==> src/rtl/imem_loader_pkg.sv <==
// imem_loader shared types: FSM state encoding
// and stream-to-word packing constants.
package imem_loader_pkg;

  typedef enum logic [1:0] {
    ST_IDLE  = 2'd0,
    ST_RECV  = 2'd1,
    ST_WRITE = 2'd2,
    ST_DONE  = 2'd3
  } state_t;

  localparam int BYTES_PER_WORD = 4;

endpackage

==> src/rtl/imem_loader_byte_packer.sv <==
// Little-endian 4-byte pack register: i_load writes byte at index, i_clear resets.
// Ports: clk, rst (async low), i_clear, i_load, i_byte -> o_word, o_full.
module imem_loader_byte_packer
  import imem_loader_pkg::*;
(
  input  logic                          clk,
  input  logic                          rst,
  input  logic                          i_clear,
  input  logic                          i_load,
  input  logic [7:0]                    i_byte,
  output logic [8*BYTES_PER_WORD-1:0]   o_word,
  output logic                          o_full
);

  logic [1:0]                  r_idx;
  logic [8*BYTES_PER_WORD-1:0] r_word;

  always_ff @(posedge clk or negedge rst) begin
    if (!rst) begin
      r_idx  <= '0;
      r_word <= '0;
    end else if (i_clear) begin
      r_idx  <= '0;
      r_word <= '0;
    end else if (i_load) begin
      r_word[{r_idx, 3'b000} +: 8] <= i_byte;
      r_idx                        <= r_idx + 2'd1;
    end
  end

  // Not gated by i_load: the next load completes
  // the word, and the caller qualifies it.
  assign o_full = (r_idx == 2'(BYTES_PER_WORD - 1));
  assign o_word = r_word;

endmodule

==> src/rtl/imem_loader.sv <==
// Boot loader: packs a byte stream into words and writes them to imem.
// Ports: start/num_words/abort, byte valid/ready stream, imem write, status.
module imem_loader
  import imem_loader_pkg::*;
#(
  parameter logic [31:0] BASE_ADDR   = 32'h0000_0000,
  parameter int          DEPTH_WORDS = 256,
  parameter int          CNT_W       = 16
) (
  input  logic             clk,
  input  logic             rst,
  input  logic             start,
  input  logic [CNT_W-1:0] num_words,
  input  logic             abort,
  input  logic             byte_valid,
  input  logic [7:0]       byte_data,
  output logic             byte_ready,
  output logic             imem_we,
  output logic [31:0]      imem_addr,
  output logic [31:0]      imem_wdata,
  output logic             cpu_hold,
  output logic             busy,
  output logic             done,
  output logic             error
);

  state_t           r_state;
  state_t           w_next;
  logic [CNT_W-1:0] r_word_idx;
  logic [CNT_W-1:0] r_num_words;
  logic             r_error;
  logic             w_num_ok;
  logic             w_accept;
  logic             w_last;
  logic             w_clear;
  logic             w_load;
  logic             w_full;
  logic [31:0]      w_word;
  logic [31:0]      w_offs;

  assign w_num_ok = (num_words != '0) &&
                    (num_words <= CNT_W'(DEPTH_WORDS));
  assign w_accept = (r_state == ST_IDLE) && start && w_num_ok;
  assign w_last   = (r_word_idx == r_num_words - CNT_W'(1));

  imem_loader_byte_packer u_packer (
    .clk     (clk),
    .rst     (rst),
    .i_clear (w_clear),
    .i_load  (w_load),
    .i_byte  (byte_data),
    .o_word  (w_word),
    .o_full  (w_full)
  );

  always_ff @(posedge clk or negedge rst) begin
    if (!rst) r_state <= ST_IDLE;
    else      r_state <= w_next;
  end

  always_comb begin
    w_next     = r_state;
    byte_ready = 1'b0;
    imem_we    = 1'b0;
    done       = 1'b0;
    w_clear    = 1'b0;
    w_load     = 1'b0;
    unique case (r_state)
      ST_IDLE: begin
        if (w_accept) begin
          w_next  = ST_RECV;
          w_clear = 1'b1;
        end
      end
      ST_RECV: begin
        byte_ready = 1'b1;
        // abort beats a same-cycle byte
        if (abort) begin
          w_next  = ST_IDLE;
          w_clear = 1'b1;
        end else if (byte_valid) begin
          w_load = 1'b1;
          if (w_full) w_next = ST_WRITE;
        end
      end
      ST_WRITE: begin
        imem_we = 1'b1;
        if (abort) begin
          w_next  = ST_IDLE;
          w_clear = 1'b1;
        end else if (w_last) begin
          w_next = ST_DONE;
        end else begin
          w_next = ST_RECV;
        end
      end
      ST_DONE: begin
        done   = 1'b1;
        w_next = ST_IDLE;
      end
      default: w_next = ST_IDLE;
    endcase
  end

  always_ff @(posedge clk or negedge rst) begin
    if (!rst) begin
      r_word_idx  <= '0;
      r_num_words <= '0;
      r_error     <= 1'b0;
    end else begin
      r_error <= (r_state == ST_IDLE) && start && !w_num_ok;
      if (w_accept) begin
        r_num_words <= num_words;
        r_word_idx  <= '0;
      end else if (r_state == ST_WRITE && !abort && !w_last) begin
        r_word_idx <= r_word_idx + CNT_W'(1);
      end
    end
  end

  assign w_offs     = 32'(r_word_idx) << 2;
  assign imem_addr  = imem_we ? (BASE_ADDR + w_offs) : 32'h0;
  assign imem_wdata = imem_we ? w_word : 32'h0;
  assign busy       = (r_state != ST_IDLE);
  assign cpu_hold   = busy;
  assign error      = r_error;

endmodule

==> config.mk <==
export PLATFORM = sky130hd
export DESIGN_NAME = imem_loader
export DESIGN_NICKNAME = d
export VERILOG_FILES = /design/src/rtl/imem_loader_pkg.sv /design/src/rtl/imem_loader_byte_packer.sv /design/src/rtl/imem_loader.sv
export SDC_FILE = /design/constraint.sdc
export NUM_CORES = 1
export LEC_CHECK = 0
export CAP_MARGIN = 20
export CORE_MARGIN = 3
export CORE_UTILIZATION = 50
export CTS_CLUSTER_DIAMETER = 100
export CTS_CLUSTER_SIZE = 16
export DETAILED_ROUTE_END_ITERATION = 8
export PLACE_DENSITY = 0.88
export SYNTH_ARGS = -nofsm -noshare
export SYNTH_HDL_FRONTEND = slang
export SYNTH_SLANG_ARGS = --single-unit
==> constraint.sdc <==
create_clock -name clk -period 8.4 [get_ports clk]
set_input_delay 1.26 -clock clk [delete_from_list [all_inputs] [get_ports clk]]
set_output_delay 1.26 -clock clk [all_outputs]
set_load 0.02 [all_outputs]
* After elaboration in Yosys (flattened, before gate mapping) *
Cells that the tools add are included.

storage, ports and cells
  bits in writable memories = 0
  word-level logic and storage cells = 62
  latch bits = 0
  memories = 0
  bits in registers = 69
  output and inout port bits = 70
  bits in read-only memories = 0
  bits of input ports = 29

operators by class
  eq/ne operators = 8
  shifts and indexed selects = 2
  $mul = 0
  divide/modulo/power cells = 0
  add/subtract/negate cells = 4
  reduce and logical (&&, ||, !) cells = 16
  multiplexer cells = 25
  magnitude comparators = 1
  bitwise logic cells = 0

operator list
  operator                  count
  $mux W32                  3
  $bwmux W32                1
  $mux W16                  2
  $shift A8 B7 Y32 const A  1
  $shiftx A8 B7 Y32         1
  $mux W18                  1
  $add A16 B1 Y16 const B   1
  $eq A16 B16 Y1            1
  $le A16 B9 Y1 const B     1
  $mux W2                   8
  $reduce_bool A16 Y1       1
  $sub A16 B1 Y16 const B   1
  $mux W1                   8
  $pmux W2 S4               1
  $neg A5 Y7                1
  $eq A2 B2 Y1 const B      3
  $logic_and A1 B1 Y1       6
  $reduce_bool A2 Y1        3
  $logic_not A1 Y1          3
  $ne A3 B2 Y1 const B      1
  $ne A3 B3 Y1 const B      1
  $reduce_and A3 Y1         1
  $add A2 B1 Y2 const B     1
  $eq A2 B1 Y1 const B      1
  4 further kinds           4

* Longest topological paths before layout *
  word-level depth = 6
  mapped depth = 11
  depth with buffers taken out = 10

* Hierarchy *
Synthesis repeated with hierarchy kept, for this count alone.

second synthesis, totals
  cell total of the unflattened synthesis = 456
  area total of the unflattened synthesis = 4410.5 sq um

by module, submodules not included
  module                   instances  area an instance (sq um)  seq. area each (sq um)  cells each
  imem_loader              1          2941.6                    875.8                   352
  imem_loader_byte_packer  1          1468.9                    850.8                   104

* Worst setup path after synthesis *
OpenSTA, ideal clock, no wires.

  path type = input -> register
  start point = input port abort
  end point = register u_packer.r_word[0], in the netlist u_packer.o_word[0]
  arrival = 2.966 ns
  required time = 8.324 ns
  setup slack = 5.358 ns
  setup time = 0.076 ns
  cell stages on the path = 7
  path buffers = 1
  cell sequence = inv_1 and3_1 clkbuf_1 nand2_1 nor4b_1 a22oi_1 nor2_1

between the ends
  word-level cells in the longest chain between the ends = 3
  elaborated cells between the ends (all ways) = 6
  those cells by class = mux: 5; reduce/logical: 1

RTL lines
  item                                                   line                                  RTL
  start: declaration                                     imem_loader.sv:14                     input logic abort,
  $mux W1, on equally long branches                      imem_loader.sv:78, imem_loader.sv:88
  $pmux W1 S2 / $mux W1 (equally long branches)          imem_loader.sv:68                     unique case (r_state)
  $mux W32 / $reduce_bool A2 Y1 (equally long branches)  n/a
  end signal: indexed assignment                         imem_loader_byte_packer.sv:26         r_word[{r_idx, 3'b000} +: 8] <= i_byte;
  end: declaration                                       imem_loader_byte_packer.sv:16         logic [8*BYTES_PER_WORD-1:0] r_word;

Several ways; a longest one is shown, not always the timed one.
A chain may end at the register's enable or synchronous reset.

* Worst setup path in the final report *
  start point = register r_state[0]
  end point = output port imem_addr[5]

between the ends
  word-level cells in the longest chain between the ends = 3

RTL lines
  item                      line                RTL
  start: declaration        imem_loader.sv:27   state_t r_state;
  start signal: assignment  imem_loader.sv:58   else r_state <= w_next;
  $eq A2 B2 Y1              imem_loader.sv:68
  $mux W1                   imem_loader.sv:68
  $mux W18                  imem_loader.sv:122  assign imem_addr = imem_we ? (BASE_ADDR + w_offs) : 32'h0;
  end: declaration          imem_loader.sv:19   output logic [31:0] imem_addr,

Every way passes these cells.

==> flow_metrics.py <==
metrics = {
    "sta": {
        "setup_viol": 0,
        "slew_headroom_pct": 37.6,
        "fin_crit_sh_pct": 47.9,
        "rsz0062_at_grt": "no",
        "hold_viol_final": 0,
        "worst_slew_pin_slew_ns": 0.933,
        "fin_crit_ns": 4.02,
        "fin_ws_ns": 4.38,
        "slew_violations": 0,
        "skew_ns": 0.00864,
        "fmaxAchievable_mhz": 249,
        "timing.setup.tns_ns": 0,
    },
    "route": {
        "dr.pass1.iters": 6,
        "vias": 3778,
        "drt_iter0_markers": 314,
        "wire_per_inst_microns": 16.0,
        "routed_via_density": 5.77,
        "drt_wl_total_mm": 10.5,
        "ant_nets": 0,
        "drc": 0,
    },
    "die": {
        "coreArea_sq_mm": 0.00793,
        "start_util_pct": 52.9,
        "die_w_microns": 97.6,
        "ios": 99,
        "dieArea_sq_mm": 0.00952,
        "fp.dieH_microns": 97.6,
        "rows": 32,
    },
    "cts": {
        "cts_tree": "done",
        "postCtsSetupBuffers": 0,
        "ctsResizeCount": 0,
        "clk_latency_ns": 0.34,
        "clk_pin_slew_ns": 0.08,
        "cts_buffer_depth": 2,
        "cts_buffers": 9,
        "postCtsHoldBufs": 0,
        "cts_sinks": 69,
        "root_buffer": "clkbuf_8",
        "cts-htree-levels": 3,
    },
    "global_route": {
        "grt_use_total_pct": 22.2,
        "grt_max_degree": 70,
        "antenna_found_initial": 0,
        "grt_pass1_wl_mm": 17.5,
        "grt-ovfl-total": 0,
        "first_global_vias": 3658,
    },
    "critical_path": {
        "rr_worst_depth": 8,
        "worst_setup_path_end_kind": "output port",
        "r2r-end": "r_word_idx[5]",
        "critPathMaxFanout": 29,
        "rr_startpoint": "r_num_words[2]",
        "crit_arrival_ns": 2.76,
        "r2r_slack_ns": 5.18,
        "required_ns": 7.14,
        "cp-start-kind": "flop",
        "critPathKind": "flop to output port",
    },
    "power": {
        "power_density_mw_per_mm2": 195,
        "irDropWorstVdd_uv": 182,
        "p_leak_nw": 2.35,
    },
    "run_status": {
        "outcome": "complete, no violations",
    },
    "logic_synthesis": {
        "syn_avg_cell_area_sq_um": 8.82,
        "synth_top_area_share_pct": 41.2,
        "synth_cell_types": 55,
        "syn-cell-area_sq_mm": 0.00419,
        "synth-seq-cells": 69,
        "netlist_instances": 475,
        "synth-main-ff-cell": "dfrtp_1",
        "ys_seq_area_share_pct": 41.2,
        "synth-edff-count": 0,
        "synth_top_area_cell": "dfrtp_1",
        "yosys_warnings": 0,
        "synthArstFlopShare_pct": 100,
        "synth_area_leaders": "dfrtp_1 41%, and2_1 8.8%, nand2_1 5.3%",
    },
    "placed_design": {
        "gp_congestion": 0.878,
        "dp_hpwl_mm": 7.46,
        "place_ws_ns": 4.28,
        "portBuffers": 82,
    },
    "min_path": {
        "holdPathEnd": "r_num_words[15]",
        "min_from": "r_num_words[15]",
        "min_path_type": "flop to flop",
        "hold_depth": 1,
    },
    "cells_and_area": {
        "area_growth_pct": 24.2,
        "layout.nets": 591,
        "layout-drive-gt1-share_pct": 6.33,
        "n_antenna_cell": 0,
    },
    "run": {
        "drv_cap": 0,
    },
}
-- worst max path at each step --
stage | startpoint | to | slack, ns | cells past startpoint
final | r_state[0] | imem_addr[5] | 4.38 | 5
after global routing | r_state[0] | imem_addr[5] | 4.19 | 5
after floorplan | abort | u_packer.o_word[0] | 5.36 | 7
after CTS | r_state[0] | imem_addr[5] | 4.37 | 5
after global placement | num_words[5] | r_state[0] | 4.48 | 9
after detailed placement | num_words[5] | r_state[0] | 4.28 | 9
-- layout make-up --
type | count | area, sq um
Inverter | 12 | 45.0
Fill cell | 615 | 2720
Clock inverter | 6 | 88.8
Tap cell | 102 | 128
Multi-Input combinational cell | 370 | 2250
Clock buffer | 9 | 124
Sequential cell | 69 | 1730
Timing Repair Buffer | 87 | 848
-- critical path, cell delays in order, from the launching register on --
cell and delay, ns:
dfrtp_1 0.41, inv_1 0.13, ha_1 0.67, buf_4 0.36, and2_1 0.21, clkdlybuf4s50_1 0.62
-- cell families after synthesis --
| kind of cell | Yosys count | share of synthesized area [%] |
|---|---|---|
| other | 1 | 0.0895 |
| and+or+nand+nor | 239 | 30.2 |
| AOI/OAI and AO/OA | 77 | 12.7 |
| xor gates and xnor gates | 22 | 4.60 |
| muxes | 3 | 0.716 |
| DFF | 69 | 41.2 |
| adders and majority gates | 13 | 3.88 |
| buffers and inverters | 51 | 6.66 |
-- state kept, by name, summed over array words and instances, names as in the netlist --
name / cells
r_word_idx: 16
error: 1
r_num_words: 16
r_state: 2
u_packer.o_word: 32
u_packer.r_idx: 2
-- power breakdown --
group	total, W	switching (W)	leakage [nW]	internal, W
registers	0.000405	0.0000394	0.938	0.000366
clock network	0.000291	0.000125	0.101	0.000165
logic	0.000320	0.000198	1.31	0.000122
-- layer usage --
metal | vias to the layer above | global-route usage, % | part of all wire [%] | routed length, microns
met1 | 1815 | 29.0 | 40 | 4230
li1 | 1757 | - | - | -
met5 | - | 0 | 0 | 0
met4 | 0 | 9.27 | 2.0 | 213
met3 | 20 | 3.52 | 8.3 | 870
met2 | 186 | 36.7 | 49 | 5150
-- through the flow --
stage | hold slack (ns) | instance area [sq um] | cells | total power, W | utilization [%]
5_1_grt | 0.546 | 5210 | 655 | 0.00107 | 65.7
2_1_floorplan | 0.475 | 4250 | 490 | 0.000619 | -
3_3_place_gp | 0.495 | 4980 | 638 | 0.000703 | 62.9
4_1_cts | 0.514 | 5200 | 653 | 0.00101 | 65.5
6_report | 0.509 | 5210 | 655 | 0.00102 | 65.7
3_5_place_dp | 0.498 | 4980 | 638 | 0.000722 | 62.9
-- placed cells by master (no fill, tap or decap), types with 4 or more instances in the layout --
cell             count
nor3_1               9
or4_1                5
inv_1               12
a21oi_1             23
and2_1              59
a22oi_1             20
o21ai_1              5
a31oi_1              6
xor2_1              11
and3_1               6
nand2_1             59
conb_1              16
or3_1                7
clkdlybuf4s50_1     81
ha_1                13
nor2b_1              5
xnor2_1             11
clkbuf_8             9
nor4_1               4
nand4_1              7
nand3_1             20
nor2_1              40
dfrtp_1             69
-- synth_stat cells (all sizes together), types with 2 or more instances --
cell type,count
nor3b,3
and2,59
nor2b,5
ha,13
xnor2,11
clkbuf,17
nand2,59
a41o,3
buf,22
a21oi,25
inv,12
nand3,20
nor3,9
nand2b,2
and3,6
mux2i,3
nor2,40
a22oi,20
nor4,6
or3,7
nor4b,3
xor2,11
dfrtp,69
o21ai,8
or2,2
or3b,2
a31oi,6
o31ai,3
or4,6
nand4,7
No activity file was read; power rests on OpenSTA's default activity.
